File: src/rtl/uart_ctrl_pkg.sv
// Shared definitions for the uart_tx arbiter: FSM state encoding and byte width.
package uart_ctrl_pkg;

    localparam int DATA_W = 8;

    typedef enum logic [1:0] {
        IDLE,
        LAUNCH,
        WAIT_BUSY,
        WAIT_DONE
    } arb_state_t;

endpackage

File: src/rtl/uart_tx_arbiter_if.sv
// Requester and uart_tx side signals of the arbiter, bundled as one interface.
// master = arbiter view, slave = producers plus uart_tx view.
interface uart_tx_arbiter_if #(
    parameter int N_REQ = 4,
    parameter int ID_W  = $clog2(N_REQ)
) ();

    logic [N_REQ-1:0]                        req_valid;
    logic [uart_ctrl_pkg::DATA_W*N_REQ-1:0]  req_data;
    logic [N_REQ-1:0]                        req_ready;
    logic                                    tx_trans;
    logic [uart_ctrl_pkg::DATA_W-1:0]        tx_data;
    logic                                    tx_busy;
    logic                                    done_pulse;
    logic [ID_W-1:0]                         done_id;
    logic                                    timeout_err;
    logic                                    active;

    modport master (
        input  req_valid, req_data, tx_busy,
        output req_ready, tx_trans, tx_data, done_pulse, done_id, timeout_err, active
    );

    modport slave (
        output req_valid, req_data, tx_busy,
        input  req_ready, tx_trans, tx_data, done_pulse, done_id, timeout_err, active
    );

endinterface

File: src/rtl/uart_rr_pick.sv
// Combinational round-robin search: first requester above last_grant_i, wrapping
// modulo N_REQ, so the last winner has the lowest priority next time.
module uart_rr_pick #(
    parameter int N_REQ = 4,
    parameter int ID_W  = $clog2(N_REQ)
) (
    input  logic [N_REQ-1:0] req_i,
    input  logic [ID_W-1:0]  last_grant_i,
    output logic [ID_W-1:0]  winner_o,
    output logic             any_req_o
);

    logic [ID_W-1:0] idx;

    // NOTE: every output of a combinational block gets a default first, so no path
    // through the loop can leave it unassigned and infer a latch.
    always_comb begin
        winner_o  = '0;
        any_req_o = 1'b0;
        idx       = '0;
        for (int k = 1; k <= N_REQ; k++) begin
            idx = ID_W'((int'(last_grant_i) + k) % N_REQ);
            if (!any_req_o && req_i[idx]) begin
                any_req_o = 1'b1;
                winner_o  = idx;
            end
        end
    end

endmodule

File: src/rtl/uart_tx_arbiter.sv
// Shares one uart_tx between N_REQ byte producers: round-robin accept, one trans
// pulse per byte, then tracks tx_busy to done or timeout, tagged with the requester id.
module uart_tx_arbiter
    import uart_ctrl_pkg::*;
#(
    parameter int N_REQ        = 4,
    parameter int ID_W         = $clog2(N_REQ),
    parameter int BUSY_TIMEOUT = 16
) (
    input  logic              clk,
    input  logic              rst,
    uart_tx_arbiter_if.master bus
);

    localparam int               CNT_W    = $clog2(BUSY_TIMEOUT) + 1;
    localparam logic [CNT_W-1:0] CNT_LAST = CNT_W'(BUSY_TIMEOUT - 1);
    localparam logic [ID_W-1:0]  ID_LAST  = ID_W'(N_REQ - 1);

    arb_state_t        state_q, state_d;
    logic [ID_W-1:0]   last_grant_q, last_grant_d;
    logic [ID_W-1:0]   cur_id_q, cur_id_d;
    logic [DATA_W-1:0] tx_data_q, tx_data_d;
    logic [CNT_W-1:0]  cnt_q, cnt_d;
    logic              active_q, active_d;

    logic [ID_W-1:0]   winner;
    logic              any_req;
    logic [DATA_W-1:0] sel_data;
    logic [N_REQ-1:0]  ready;
    logic              done_pulse;
    logic              timeout_err;

    uart_rr_pick #(
        .N_REQ (N_REQ),
        .ID_W  (ID_W)
    ) u_pick (
        .req_i        (bus.req_valid),
        .last_grant_i (last_grant_q),
        .winner_o     (winner),
        .any_req_o    (any_req)
    );

    always_comb begin
        sel_data = '0;
        for (int i = 0; i < N_REQ; i++) begin
            if (winner == ID_W'(i)) sel_data = bus.req_data[i*DATA_W +: DATA_W];
        end
    end

    always_comb begin
        state_d      = state_q;
        last_grant_d = last_grant_q;
        cur_id_d     = cur_id_q;
        tx_data_d    = tx_data_q;
        cnt_d        = cnt_q;
        active_d     = active_q;
        ready        = '0;
        done_pulse   = 1'b0;
        timeout_err  = 1'b0;

        unique case (state_q)
            IDLE: begin
                if (any_req) begin
                    ready[winner] = 1'b1;
                    tx_data_d     = sel_data;
                    cur_id_d      = winner;
                    active_d      = 1'b1;
                    state_d       = LAUNCH;
                end
            end
            LAUNCH: begin
                cnt_d   = '0;
                state_d = WAIT_BUSY;
            end
            WAIT_BUSY: begin
                if (bus.tx_busy) begin
                    state_d = WAIT_DONE;
                end else if (cnt_q == CNT_LAST) begin
                    timeout_err  = 1'b1;
                    active_d     = 1'b0;
                    last_grant_d = cur_id_q;
                    state_d      = IDLE;
                end else begin
                    cnt_d = cnt_q + 1'b1;
                end
            end
            WAIT_DONE: begin
                if (!bus.tx_busy) begin
                    done_pulse   = 1'b1;
                    active_d     = 1'b0;
                    last_grant_d = cur_id_q;
                    state_d      = IDLE;
                end
            end
            default: state_d = IDLE;
        endcase

        // Reset wins: a producer must never see a handshake or an event in a reset cycle.
        if (rst) begin
            ready       = '0;
            done_pulse  = 1'b0;
            timeout_err = 1'b0;
        end
    end

    // NOTE: sequential state uses non-blocking assignments so every register
    // samples pre-edge values regardless of statement order.
    always_ff @(posedge clk) begin
        if (rst) begin
            state_q      <= IDLE;
            last_grant_q <= ID_LAST;
            cur_id_q     <= '0;
            tx_data_q    <= '0;
            cnt_q        <= '0;
            active_q     <= 1'b0;
        end else begin
            state_q      <= state_d;
            last_grant_q <= last_grant_d;
            cur_id_q     <= cur_id_d;
            tx_data_q    <= tx_data_d;
            cnt_q        <= cnt_d;
            active_q     <= active_d;
        end
    end

    assign bus.req_ready   = ready;
    assign bus.tx_trans    = (state_q == LAUNCH);
    assign bus.tx_data     = tx_data_q;
    assign bus.done_pulse  = done_pulse;
    assign bus.done_id     = cur_id_q;
    assign bus.timeout_err = timeout_err;
    assign bus.active      = active_q;

endmodule

File: src/flat_wrapper.sv
// flat-port wrapper written by rule: the top's interface ports become plain ports
module uart_tx_arbiter_flat import uart_ctrl_pkg::*;
#(
    parameter int N_REQ        = 4,
    parameter int ID_W         = $clog2(N_REQ),
    parameter int BUSY_TIMEOUT = 16
)
  (clk, rst, bus_req_valid, bus_req_data, bus_tx_busy, bus_req_ready, bus_tx_trans, bus_tx_data, bus_done_pulse, bus_done_id, bus_timeout_err, bus_active);
  uart_tx_arbiter_if #(.N_REQ(N_REQ), .ID_W(ID_W)) bus_i ();
  input  logic clk;
  input  logic rst;
  input wire logic [$bits(bus_i.req_valid)-1:0] bus_req_valid;
  input wire logic [$bits(bus_i.req_data)-1:0] bus_req_data;
  input wire logic [$bits(bus_i.tx_busy)-1:0] bus_tx_busy;
  output wire logic [$bits(bus_i.req_ready)-1:0] bus_req_ready;
  output wire logic [$bits(bus_i.tx_trans)-1:0] bus_tx_trans;
  output wire logic [$bits(bus_i.tx_data)-1:0] bus_tx_data;
  output wire logic [$bits(bus_i.done_pulse)-1:0] bus_done_pulse;
  output wire logic [$bits(bus_i.done_id)-1:0] bus_done_id;
  output wire logic [$bits(bus_i.timeout_err)-1:0] bus_timeout_err;
  output wire logic [$bits(bus_i.active)-1:0] bus_active;
  assign bus_i.req_valid = bus_req_valid;
  assign bus_i.req_data = bus_req_data;
  assign bus_i.tx_busy = bus_tx_busy;
  assign bus_req_ready = bus_i.req_ready;
  assign bus_tx_trans = bus_i.tx_trans;
  assign bus_tx_data = bus_i.tx_data;
  assign bus_done_pulse = bus_i.done_pulse;
  assign bus_done_id = bus_i.done_id;
  assign bus_timeout_err = bus_i.timeout_err;
  assign bus_active = bus_i.active;
  uart_tx_arbiter #(.N_REQ(N_REQ), .ID_W(ID_W), .BUSY_TIMEOUT(BUSY_TIMEOUT)) u_core (.clk(clk), .rst(rst), .bus(bus_i));
endmodule
File: config.mk
export PLATFORM = sky130hd
export DESIGN_NAME = uart_tx_arbiter_flat
export DESIGN_NICKNAME = d
export VERILOG_FILES = /design/src/rtl/uart_ctrl_pkg.sv /design/src/rtl/uart_tx_arbiter_if.sv /design/src/rtl/uart_rr_pick.sv /design/src/rtl/uart_tx_arbiter.sv /design/src/flat_wrapper.sv
export SDC_FILE = /design/constraint.sdc
export NUM_CORES = 1
export LEC_CHECK = 0
export BUFFER_PORTS_ARGS = -buffer_cell sky130_fd_sc_hd__buf_2
export CORE_UTILIZATION = 40
export DETAILED_ROUTE_END_ITERATION = 12
export PLACE_DENSITY_LB_ADDON = 0.08
export SLEW_MARGIN = 25
export SYNTH_ARGS = -nofsm -noshare
export SYNTH_HDL_FRONTEND = slang
export SYNTH_SLANG_ARGS = --single-unit
export TNS_END_PERCENT = 50
File: constraint.sdc
create_clock -name clk -period 4.5 [get_ports clk]
set_input_delay 0.9 -clock clk [delete_from_list [all_inputs] [get_ports clk]]
set_output_delay 0.9 -clock clk [all_outputs]
set_load 0.03 [all_outputs]
[Word level (Yosys, flattened, before mapping)]
Index checks and enable logic that the tools add are counted.
Word-level totals
  logic and storage cells: 96
  register bits after elaboration: 20
  output and inout port bits: 18
Operators by class
  add/sub/neg operators: 5
  $lt $le $gt $ge: 6
  muxes and demuxes: 49
  equal/unequal tests: 13
  reduce and logical (&&, ||, !) cells: 17
Operators by type and width (count)
  8-bit 2-to-1 mux: 4
  2-bit 2-to-1 mux: 11
  1-bit 2-to-1 mux: 20
  2-bit by 3-bit less-than comparator with 1-bit output, second input constant: 5
  4-bit 2-to-1 mux: 3
  5-bit 2-to-1 mux: 2
  5-bit case mux with 2 select lines: 1
  1-bit binary-select mux with 2-bit select: 4
  2-bit equality test, second input constant: 4
  2-bit case mux with 4 select lines: 1
  2-bit != test, second input constant: 3
  3-bit AND reduction: 2
  5-bit by 1-bit adder with 5-bit output, second input constant: 1
  5-bit by 4-bit equality test with 1-bit output, second input constant: 1
  5-bit AND reduction: 1
  2-bit by 1-bit adder with 2-bit output, second input constant: 2
  2-bit adder, second input constant: 2
  2-bit by 1-bit equality test with 1-bit output, second input constant: 2
  1-bit logical AND: 4
  2-bit logical NOT: 2
  2-bit by 1-bit != test with 1-bit output, second input constant: 2
  2-bit case mux with 2 select lines: 1
  4-bit AND reduction: 1
  2-bit nonzero test: 2
  7 further kinds: 9

[Logic depth before layout (Yosys ltp)]
Gate-level depths: netlist (run 1).
  depth in word-level cells: 20
  gate-level depth with buffers: 8
  mapped depth without buffers: 8

[Hierarchy]
From an unflattened synthesis (run 1), not the netlist that was laid out.
Second synthesis, totals
  cells, all modules: 148
  area total of the unflattened synthesis: 1302.5 um^2
By module, submodules not included
  uart_tx_arbiter: instances 1, area an instance 1211.2 um^2, cells each 134, seq. area each 400.4 um^2
  uart_rr_pick: instances 1, area an instance 91.3 um^2, cells each 14, seq. area each 0.0 um^2

[Worst setup path before layout (run 1)]
OpenSTA, ideal clock, no wires.
  kind: input-to-output
  start: input bus_req_valid[3]
  end: output bus_req_ready[1]
  path buffers: 1
  data required time: 3600 ps
  arrival: 2233 ps
  setup slack: 1367 ps
  cell stages on the path: 6
  path through: a21bo_1 a21oi_2 a311oi_2 or3b_1 buf_6 nor2_1
On the way
  word-level cells in the longest chain between the ends: 19
  elaborated cells on any way between the ends: 30
  classes of those cells: 2 x order compare; 21 x mux; 7 x reduce/logical
RTL lines
  from (decl): line flat_wrapper.sv:12  | input wire logic [$bits(bus_i.req_valid)-1:0] bus_req_valid;
  1-bit binary-select mux with 2-bit select: line uart_rr_pick.sv:23  | if (!any_req_o && req_i[idx]) begin
  1-bit 2-to-1 mux (not written as such): line uart_rr_pick.sv:23
  1-bit 2-to-1 mux: line uart_rr_pick.sv:23
  1-bit logical NOT: line uart_rr_pick.sv:23
  1-bit logical AND: line uart_rr_pick.sv:23
  1-bit 2-to-1 mux: line uart_rr_pick.sv:23
  1-bit logical NOT: line uart_rr_pick.sv:23
  1-bit logical AND: line uart_rr_pick.sv:23
  (+3 left out)
  2-bit 2-to-1 mux: line uart_rr_pick.sv:23
  2-bit by 3-bit less-than comparator with 1-bit output (not written as such) or 2-bit by 1-bit >= comparator with 1-bit output (tied branches): line uart_tx_arbiter.sv:64  | ready[winner] = 1'b1;
  1-bit logical AND (not written as such): line uart_tx_arbiter.sv:64
  1-bit 2-to-1 mux (not written as such): line uart_tx_arbiter.sv:64
  1-bit demux with 2-bit select
  4-bit 2-to-1 mux *: line uart_tx_arbiter.sv:63  | if (any_req) begin
  4-bit 2-to-1 mux *: line uart_tx_arbiter.sv:61  | unique case (state_q)
  4-bit 2-to-1 mux *: line uart_tx_arbiter.sv:99  | if (rst) begin
  to (decl): line flat_wrapper.sv:15  | output wire logic [$bits(bus_i.req_ready)-1:0] bus_req_ready;
Mark *: on every way between the ends. The rest lies on a longest branch, timed or not. The select of a mux whose other input is x is not followed.

[Worst setup path after layout (run 1)]
  start: input bus_req_valid[0]
  end: output bus_req_ready[1]
Same word-level chain as after synthesis.

==> results.md, run 1 <==
Job:
- Max-cap violations in this run came to 0.

Timing:
- Based on the critical path, the design can be clocked at up to 0.301 GHz.
- The hold violation total from the final report is 0.
- The clock skew after layout is 0.00680 ns.
- The aggregate negative setup slack is 0 ns.
- The number of slew-limit violations in the final report is 0.
- In this run the tightest slew margin relative to its limit is 0.640.
- The actual transition at the worst max-transition pin is 0.537 ns.
- The final period utilization is 0.738.
- Once routing completed, OpenROAD measured the worst setup slack at 1.18 ns.
- Setup violations remaining at the end of the flow were counted as 0.
- After layout, the minimum clock period comes to 3.32 ns.
- Setup repair after global routing left no endpoint under its margin.

Cells and area:
- The most common cell after layout, fill and taps aside is sky130_fd_sc_hd__buf_2.
- The sequential cell area is 400 sq um.
- The layout has 269 filler cells.
- The multi-input combinational cell area is 708 sq um.
- Leaving out fill and tap cells, the most frequent cells in the layout are 56 x sky130_fd_sc_hd__buf_2, 20 x sky130_fd_sc_hd__dfxtp_1, 19 x sky130_fd_sc_hd__nor2_1.
- The area growth from synthesis to layout is 29.8%.
- The number of inserted diodes is 0.
- The proportion of layout cells with a drive suffix above 1 is 0.408.
- The net total in the final layout is 221.

Logic synthesis:
- The synthesized design contains 20 register bits.
- Yosys printed 0 warnings.
- The net count of the mapped netlist is 164.
- The cell type contributing the most total cell area after synthesis is sky130_fd_sc_hd__dfxtp_1.
- The share of flip-flops with an asynchronous set or reset is 0.
- The prevailing post-synth register cell is sky130_fd_sc_hd__dfxtp_1.
- Yosys mapped a number of flops with a built-in enable equal to 0.
- The average size of a mapped cell is 9.31 sq um.
- Of the post-synthesis cell area, the dominant cell type holds 0.350.
- Yosys attributes the largest share of cell area to sky130_fd_sc_hd__dfxtp_1 35%, sky130_fd_sc_hd__mux2i_1 15%, sky130_fd_sc_hd__o221ai_2 9.2%.
- Summing every instance area after synthesis gives 1140 sq um.
- The number of library cell types mapped by synthesis is 34.
- The count of mapped cells out of synthesis is 123.
- The register area share after synthesis is 0.350.

Run status:
- The flow ran to the end, and the final reports show no timing, DRC or antenna violations.

Placed design:
- After legalization and detailed placement, the total HPWL measured 2.00 mm.
- The number of port buffers is 56.
- The post-placement worst setup slack is 1.16 ns.
- The congestion estimate from routability-driven global placement came to 0.701.

Clock network:
- Clock latency on the worst-skew pair, taken at its later pin, is 0.30 ns.
- Buffers added to address setup during post-CTS repair amount to 0.
- Counting the buffers created by CTS gives 3.
- The clock slew seen by the registers of the worst setup and hold paths is 0.11 ns.
- In this run the clock root is driven by a sky130_fd_sc_hd__clkbuf_4.
- The number of H-tree levels is 1.
- The count of hold buffers inserted by post-cts repair is 0.
- The clock sink count is 20.
- The clock passes through at most 2 buffers.
- The number of gates resized after CTS is 0.
- The CTS tree is done.

Die:
- The die covers 3080 sq um.
- The die is 55.5 microns wide.
- For this configuration, the core starts out at a cell density of 0.419.
- The number of primary I/O pins is 57.
- The floorplan has 19 rows.
- The die is 55.5 microns tall.
- After floorplanning, the core was sized to cover 2730 sq um.

GRT:
- The initial antenna violation count is 0.
- The global-route wire length before repair is 4.48 mm.
- The total congestion overflow after global routing is 0.
- For this run, global-route usage on met1 was measured as 0.220.
- The met2 routing resource usage after global routing is 0.308.
- For met3 alone, demand over resource in global routing was 0.0258.
- The via count of the first global-routing pass is 1,091.
- Entering global routing, the biggest net connects 18 pins.
- Across every metal layer, demand over resource in global routing totals 0.178.
- The global routing stage identified its most utilized layer as met2.

Critical path:
- The endpoint kind of the worst setup timing path is a primary output.
- The critical path required time is 3.60 ns.
- The classification of the worst setup path is primary input to primary output.
- The top fanout value on the critical path is 10.
- For the worst setup path, the data arrival time is 2.42 ns.
- The critical path launch point type is a primary input.

Route:
- In this run, the number of DRC markers left after iteration 0 of detailed routing was 24.
- Dividing the detail-routed wire length by the instance count gives 12.0 microns.
- The number of design rule violations left after detail routing is 0.
- The vias after detailed routing is 1,085.
- The count of antenna-violating nets left after detailed routing is 0.
- The sum of routed wire length over all layers is 2.51 mm.
- In the routed layout, each cell is associated on average with a via count of 5.17.
- The pre-antenna-repair detailed-routing pass consisted of 4 iterations.

Power:
- The worst-case vdd ir drop is 0.195 mV.
- The analysis attributes to cell leakage a power of 0.000673 uW.
- The power per cell area is 313 nW/um^2.

Hold path:
- The worst hold path belongs to the class flip-flop to flip-flop.
## critical path, cell delays in order
cell	delay, ns
sky130_fd_sc_hd__buf_2	0.12
sky130_fd_sc_hd__a21bo_1	0.20
sky130_fd_sc_hd__a21oi_2	0.14
sky130_fd_sc_hd__a311oi_2	0.07
sky130_fd_sc_hd__or3b_1	0.60
sky130_fd_sc_hd__nor2_1	0.17
sky130_fd_sc_hd__buf_2	0.21
## report_power, final
group	switching, uW	internal [uW]	leakage [uW]
clock	54.0	49.3	0.0000210
combinational	94.7	60.5	0.000488
sequential	11.5	195	0.000164
## cells by family after synthesis
logic type               count (synthesis)  synth area share
AO/OA/AOI/OAI                           23             0.212
XOR/XNOR                                 2            0.0153
adder cells (fa/ha/maj)                  2            0.0219
buffers and inverters                    9            0.0415
flip-flops                              20             0.350
multiplexers                            17             0.149
AND/OR/NAND/NOR                         50             0.211
## metrics by stage
step	hold slack (ns)	total power (uW)	cells	area, sq um	util
4_1_cts	0.479	472	210	1490	0.544
3_5_place_dp	0.450	368	206	1450	0.530
6_report	0.478	465	210	1490	0.544
3_3_place_gp	0.444	364	206	1450	0.530
5_1_grt	0.505	494	210	1490	0.544
2_1_floorplan	0.464	320	123	1140	-
## worst paths after layout
| kind | start | to | slack [ns] | depth (start not counted) |
|---|---|---|---|---|
| setup / recovery | bus_req_valid[0] | bus_req_ready[1] | 1.18 | 7 |
| hold / removal | u_core.bus.tx_data[7]$_SDFFE_PP0P_ | u_core.bus.tx_data[7]$_SDFFE_PP0P_ | 0.48 | 2 |
| setup reg to reg | u_core.last_grant_q[0]$_SDFFE_PP1P_ | u_core.bus.tx_data[6]$_SDFFE_PP0P_ | 2.54 | 6 |
| hold reg to reg | u_core.bus.tx_data[7]$_SDFFE_PP0P_ | u_core.bus.tx_data[7]$_SDFFE_PP0P_ | 0.48 | 2 |
## area by class of cell
type,count,area share
timing repair buffer,57,0.194
sequential,20,0.269
tap,31,0.0261
inverter,4,0.0101
clock buffer,4,0.0244
multi-input combinational,94,0.476
## synthesized netlist by cell type (2+ instances only)
master	number
sky130_fd_sc_hd__xor2_1	2
sky130_fd_sc_hd__nor2_1	19
sky130_fd_sc_hd__buf_2	2
sky130_fd_sc_hd__a211o_1	2
sky130_fd_sc_hd__nand2b_1	5
sky130_fd_sc_hd__a21oi_1	4
sky130_fd_sc_hd__dfxtp_1	20
sky130_fd_sc_hd__o221ai_2	7
sky130_fd_sc_hd__nor2b_1	3
sky130_fd_sc_hd__inv_1	4
sky130_fd_sc_hd__nor3_1	5
sky130_fd_sc_hd__nand2_1	11
sky130_fd_sc_hd__ha_1	2
sky130_fd_sc_hd__mux2i_1	17
## registers in the layout, summed over array words and instances (netlist names)
signal               cells
u_core.bus.active        1
u_core.last_grant_q      2
u_core.state_q           2
u_core.cnt_q             5
u_core.bus.tx_data       8
u_core.bus.done_id       2
## per-layer routing
metal  up-vias  routed length [microns]
li1        557                        -
met1       497                     1160
met2        27                     1220
met3         4                      106
met4         0                       32
met5         -                        0
(Power assumes the default switching activity.)
==> run 2, diff against run 1 <==
- clock period: 4.5 -> 3.3 ns (I/O delays scaled with it)
==> run 2 against run 1 <==
  * Core utilization rose by 0.87 points
  * Critical path type unchanged
  * Largest cell class unchanged
  * Final cell count rose by 0.48%
  * Clock-buffer cell count fell by 1
  * Register-to-register slack got worse by 1.2 ns
  * Non-clock buffer count is 1 higher
  * Worst setup slack got worse by 0.61 ns
  * Clock skew hardly changed
  * Routed wire length decreased by 0.44%
  * Power rose by 48%
  * Cell area is 1.6% higher
  * Clock power is 90% higher
  * Highest routed layer unchanged
==> results.md, run 2 (synthesis results as in run 1) <==
Run status:
- The run finished with clean final reports.

GRT:
- The global-route wire length before repair is 4.39 mm (-2.0%).
- The initial antenna violation count is 0 (unchanged).
- The combined global-route utilization of all metal layers is 0.178 (about the same).
- The total congestion overflow after global routing is 0 (unchanged).
- The via count of the first global-routing pass came to 1,071 (-1.8%).
- The maximum number of pins on one net before global-route repair is 18 (unchanged).

Die:
- The die boundary height came to 55.5 microns (unchanged).
- The placeable core area is 2730 sq um (unchanged).
- The initial core utilization is 0.419 (unchanged).
- The number of primary I/O pins is 57 (unchanged).
- The area of the die came to 3080 sq um (unchanged).
- The width of the die was 55.5 microns (unchanged).
- The floorplan row count is 19 (unchanged).

Hold path:
- The path class of the tightest hold or removal check is flip-flop to flip-flop.
- The cell depth of the worst hold path was 2 (unchanged).
- The end point of the worst hold path is u_core.bus.tx_data[2]$_SDFFE_PP0P_.
- The startpoint identified for the worst hold timing path is u_core.bus.tx_data[2]$_SDFFE_PP0P_.

Timing:
- In the finished design, the share of the clock period the worst path needs comes to 0.826.
- The routed design could run at a clock period as short as 2.73 ns.
- Setup repair after global routing left no endpoint under its margin.
- The final count of negative-setup-slack endpoints came to 0 (unchanged).
- The aggregate negative setup slack was 0 ns (unchanged).
- The maximum frequency from static timing analysis is 0.367 GHz.
- The clock skew after layout came to 0.00657 ns (-0.000231 ns).
- The number of slew-limit violations in the final report is 0 (unchanged).
- The hold violation total from the final report is 0 (unchanged).
- The relative max-transition margin is 0.658 (+0.0180).
- The actual transition at the worst max-transition pin is 0.511 ns (-0.0269 ns).
- The worst hold slack across all endpoints is 0.474 ns (-0.00399 ns).

Critical path:
- In this run the critical register-to-register path is launched from u_core.last_grant_q[1]$_SDFFE_PP1P_.
- The largest stage delay on the critical path is 0.34 ns (-0.26 ns).
- The critical path required time is 2.64 ns (-0.96 ns).
- The register-to-register setup slack is 1.34 ns (-1.20 ns).
- The cell type of the slowest stage on the worst timing path is sky130_fd_sc_hd__a311oi_2.
- The critical path launch point is bus_req_valid[3].
- The endpoint kind of the worst setup timing path is a primary output.
- The top fanout value on the critical path came to 10 (unchanged).
- The setup path with the least slack is of type primary input to primary output.
- In this run the critical register-to-register path is captured at u_core.bus.tx_data[2]$_SDFFE_PP0P_.
- STA classifies the critical path startpoint as a primary input.
- The logic depth of the worst register-to-register path is 5 (-1).
- The signal on the critical path passes through buf_2, a21bo_1, a21oi_2, a311oi_2, nand3b_2, nor2_1, buf_2.
- The data arrival time at the worst-slack endpoint is 2.07 ns (-0.35 ns).
- The cell that appears most often on the critical path is sky130_fd_sc_hd__buf_2.

Clock network:
- The count of hold buffers inserted by post-cts repair came to 0 (unchanged).
- The post-CTS setup repair buffer count came to 0 (unchanged).
- The number of H-tree levels came to 1 (unchanged).
- The CTS root buffer is sky130_fd_sc_hd__clkbuf_4.
- The clock buffer count from CTS was 3 (unchanged).
- The maximum clock insertion buffer count is 2 (unchanged).
- The clock sink count was 20 (unchanged).
- The clock slew seen by the registers of the worst setup and hold paths is 0.11 ns (about the same).
- The number of gates resized after CTS is 0 (unchanged).
- The CTS tree is done.
- The latest clock arrival within the worst-skew pair is 0.30 ns (about the same).

Route:
- The number of design rule violations left after detail routing is 0 (unchanged).
- The average via count per standard cell is 5.15 (-0.29%).
- The vias after detailed routing came to 1,087 (+0.18%).
- The sum of routed wire length over all layers is 2.50 mm (-0.44%).
- The count of antenna-violating nets left after detailed routing is 0 (unchanged).
- The DRC violation total after the first TritonRoute iteration is 35 (+46%).
- The routed length per placed instance came to 11.9 microns (-0.91%).
- The number of iterations in the first detailed-routing pass came to 4 (unchanged).

Cells and area:
- In the layout the commonest cells are 56 x sky130_fd_sc_hd__buf_2, 20 x sky130_fd_sc_hd__dfxtp_1, 19 x sky130_fd_sc_hd__nor2_1.
- The number of inserted diodes was 0 (unchanged).
- The net total in the final layout is 222 (+0.45%).
- The number of flip-flops under the largest register name is 8 (unchanged).
- The proportion of layout cells with a drive suffix above 1 is 0.411 (+0.00329).
- The area growth from synthesis to layout is 31.9%.
- The final non-filler cell area is 1510 sq um (+1.6%).
- The library cell used most frequently in the layout, excluding fill and tap cells, is sky130_fd_sc_hd__buf_2.
- The final instance count without filler cells is 211 (+0.48%).

Job:
- The max-cap check violation count came to 0 (unchanged).

Power:
- The power per cell area is 457 nW/um^2 (+46%).
- The reported leakage power is 0.000684 uW (+1.7%).
- The worst-case vdd ir drop is 0.363 mV (+86%).

Placed design:
- The total placed cells including tap cells came to 207 (+0.49%).
- The placed wire-length estimate after detailed placement is 1.98 mm (-0.98%).
- The placed standard-cell area is 1460 sq um (+0.52%).
- The number of port buffers was 56 (unchanged).
- The routability congestion estimate is 0.705 (+0.54%).
run 2: final cells by class:
type	count	area (sq um)
clock buffer	3	22.5
clock inverter	1	30.0
fill	254	1220
inverter	4	15.0
multi-input combinational	94	708
sequential	20	400
tap	31	38.8
timing repair buffer	58	295
run 2: through the flow:
stage               power, uW  utilization  setup slack [ns]
detailed placement        502        0.533             0.561
global placement          498        0.533             0.620
finish                    690        0.552             0.573
global route              733        0.552             0.361
CTS                       701        0.552             0.547
floorplan                 436            -             0.647
run 2: worst max path at each step:
stage | to | slack, ns | depth (start not counted)
final | bus_req_ready[2] | 0.57 | 7
after global routing | bus_req_ready[0] | 0.36 | 6
after CTS | bus_req_ready[2] | 0.55 | 6
after detailed placement | bus_req_ready[2] | 0.56 | 7
after global placement | bus_req_ready[0] | 0.62 | 7
after floorplan | bus_req_ready[1] | 0.65 | 6
run 2: power by group:
| group | leakage [uW] | internal [uW] | switching, uW |
|---|---|---|---|
| combinational | 0.000492 | 83.7 | 129 |
| sequential | 0.000164 | 266 | 15.2 |
| clock | 0.0000279 | 123 | 73.6 |
| total | 0.000684 | 472 | 218 |
run 2: per-layer routing:
metal,global-route usage,wire length [microns],up-vias
li1,-,-,560
met1,0.224,1150,493
met2,0.282,1170,32
met3,0.0539,152,2
met4,0.0750,23,0
met5,0,0,-
run 2: critical path: cells and delay by family:
kind | cells | cell delay, ns
compound gates | 3 | 0.59
buf+inv | 2 | 0.33
simple gates | 2 | 0.49
==> run 3, diff against run 2 <==
- clock period: 3.3 -> 2.19 ns (I/O delays scaled with it)
==> run 3 against run 2 <==
  * Global-route usage shrank 0.21 points
  * Sequential cell count is the same
  * Register-to-register slack lost 1.0 ns
  * Die area is the same
  * Clock-buffer cell count grew 1
  * Critical endpoint is now bus_req_ready[3]
  * Highest routed layer unchanged
==> results.md, run 3 (synthesis results as in run 1) <==
Run status:
- The run finished with clean final reports.

Cells and area:
- The sequential cell area is 402 sq um (+0.31%).
- The multi-input combinational cell area is 741 sq um (+4.6%).
- The number of inserted diodes is 0 (unchanged).
- In the layout the commonest cells are 51 x sky130_fd_sc_hd__buf_2, 19 x sky130_fd_sc_hd__nor2_1, 19 x sky130_fd_sc_hd__dfxtp_1.
- The fill cell instance count of the final layout came to 256 (+0.79%).
- The final instance count without filler cells came to 224 (+6.2%).
- The most common cell after layout, fill and taps aside is sky130_fd_sc_hd__buf_2.
- The proportion of layout cells with a drive suffix above 1 is 0.472 (+0.0604).
- The number of flip-flops under the largest register name is 8 (unchanged).
- The net total in the final layout was 235 (+5.9%).
- The layout-stage area growth over the synthesis result is 43.1%.

GRT:
- The total congestion overflow after global routing was 0 (unchanged).
- The global-route wire length before repair came to 4.42 mm (+0.64%).
- The via count of the first global-routing pass is 1,059 (-1.1%).
- The initial antenna violation count is 0 (unchanged).
- The combined global-route utilization of all metal layers came to 0.176 (-0.00215).
- The maximum number of pins on one net before global-route repair came to 14 (-4).

Timing:
- Timing would allow up to 0.459 GHz.
- Setup repair after global routing could not meet its margin everywhere.
- The actual transition at the worst max-transition pin is 0.421 ns (-0.0892 ns).
- The aggregate negative setup slack is 0 ns (unchanged).
- The final count of negative-setup-slack endpoints is 0 (unchanged).
- The final period utilization is 0.994.
- The worst hold slack across all endpoints is 0.367 ns (-0.107 ns).
- The relative max-transition margin is 0.717 (+0.0585).
- The clock skew after layout was 0.00286 ns (-0.00371 ns).
- The number of slew-limit violations in the final report is 0 (unchanged).
- The post-layout worst setup margin came to 0.0129 ns (-0.560 ns).
- The hold violation total from the final report came to 0 (unchanged).
- The smallest clock period supported by the final layout is computed as 2.18 ns.

Critical path:
- The data arrival time at the worst-slack endpoint is 1.74 ns (-0.33 ns).
- The logic depth of the worst register-to-register path is 7 (+2).
- The classification of the worst setup path is flip-flop to primary output.
- The signal on the critical path passes through a21bo_1, a21oi_2, a311oi_4, or3b_4, nor2_1, buf_4.
- The critical path launch point is u_core.last_grant_q[1]$_SDFFE_PP1P_.
- The top fanout value on the critical path is 4 (-6).
- The critical path launch point type is a flip-flop.
- The largest stage delay on the critical path is 0.41 ns (+0.07 ns).
- The cell type of the slowest stage on the worst timing path is sky130_fd_sc_hd__or3b_4.
- The critical path required time came to 1.75 ns (-0.89 ns).
- The startpoint of the worst-slack reg-to-reg timing path is u_core.cnt_q[0]$_SDFFE_PP0P_.
- In this run the critical register-to-register path is captured at u_core.cnt_q[3]$_SDFFE_PP0P_.
- STA classifies the critical path endpoint as a primary output.
- The register-to-register setup slack is 0.33 ns (-1.01 ns).

Power:
- The overall power was 996 uW (+44%).
- The power per cell area is 608 nW/um^2 (+33%).
- The worst-case vdd ir drop came to 0.466 mV (+28%).
- The reported leakage power is 0.000748 uW (+9.3%).

Route:
- The average via count per standard cell was 5.08 (-1.4%).
- The DRC violation total after the first TritonRoute iteration came to 23 (-34%).
- The routed length per placed instance came to 12.0 microns (+1.2%).
- The sum of routed wire length over all layers is 2.69 mm (+7.4%).
- The vias after detailed routing is 1,138 (+4.7%).
- The number of iterations in the first detailed-routing pass was 3 (-1).
- The count of antenna-violating nets left after detailed routing is 0 (unchanged).
- The number of design rule violations left after detail routing was 0 (unchanged).

Clock network:
- The number of H-tree levels came to 1 (unchanged).
- The CTS root buffer is sky130_fd_sc_hd__clkbuf_4.
- The clock buffer count from CTS was 3 (unchanged).
- TritonCTS built the clock tree.
- The latest clock arrival within the worst-skew pair is 0.29 ns (about the same).
- The maximum clock insertion buffer count is 2 (unchanged).
- The clock sink count is 20 (unchanged).
- The count of hold buffers inserted by post-cts repair came to 0 (unchanged).
- The clock slew seen by the registers of the worst setup and hold paths is 0.11 ns (about the same).

Hold path:
- The cell depth of the worst hold path is 2 (unchanged).
- The worst hold path terminates at u_core.bus.done_id[0]$_SDFFE_PP0P_.
- In this run the most critical hold path is launched from rst.
- The tightest min-delay check is of the primary input to flip-flop type.

Die:
- The area of the die was 3080 sq um (unchanged).
- The number of primary I/O pins is 57 (unchanged).
- The width of the die came to 55.5 microns (unchanged).
- The initial core utilization came to 0.419 (unchanged).
- The floorplan row count is 19 (unchanged).
- The die boundary height is 55.5 microns (unchanged).
- The placeable core area is 2730 sq um (unchanged).

Placed design:
- The routability congestion estimate is 0.723 (+2.6%).
- The post-placement worst setup slack is -0.0311 ns (-0.592 ns).
- The total placed cells including tap cells is 218 (+5.3%).
- The number of port buffers is 56 (unchanged).
- The placed wire-length estimate after detailed placement is 2.20 mm (+11%).

Job:
- The max-cap check violation count is 0 (unchanged).
==> run 3: worst max-delay path by stage <==
| stage | slack, ns | cells after the start | end |
|---|---|---|---|
| detailed placement | -0.03 | 7 | bus_req_ready[3] |
| finish | 0.01 | 6 | bus_req_ready[3] |
| global route | -0.07 | 6 | bus_req_ready[3] |
| floorplan | -0.02 | 6 | bus_req_ready[1] |
| CTS | 0.006 | 6 | bus_req_ready[3] |
| global placement | 0.008 | 7 | bus_req_ready[1] |
==> run 3: report_power, final <==
group          total, uW  internal (uW)  switching, uW
registers            423            401           22.0
clock network        207            101            106
logic                367            158            208
==> run 3: critical path, delay by kind of cell, from the launching register on <==
family | cells | cell delay (ns)
buffers and inverters | 1 | 0.17
AOI/OAI and AO/OA | 3 | 0.42
DFF | 1 | 0.35
and+or+nand+nor | 2 | 0.51
==> run 3: routing by layer <==
metal,share of wire,track usage
met5,0,0
met4,0.012,0.0643
met3,0.048,0.0398
met2,0.49,0.308
met1,0.45,0.208
==> run 3: timing repair <==
action,CTS,global route
setup endpoints to repair,2,5
hold endpoints to repair,0,0
pin swaps,2,4
buffers inserted,1,1
resized for setup,4,6
==> run 3: layout make-up <==
type / count / area share
multi-input cells: 94 / 0.452
repair buffers: 71 / 0.248
flip-flops and latches: 20 / 0.245
well taps: 31 / 0.0237
clock buffers: 4 / 0.0222
inverters: 4 / 0.00917
==> run 3: through the flow <==
stage | utilization | area [sq um]
floorplan | - | 1150
global placement | 0.566 | 1550
detailed placement | 0.566 | 1550
CTS | 0.585 | 1600
global route | 0.599 | 1640
finish | 0.599 | 1640
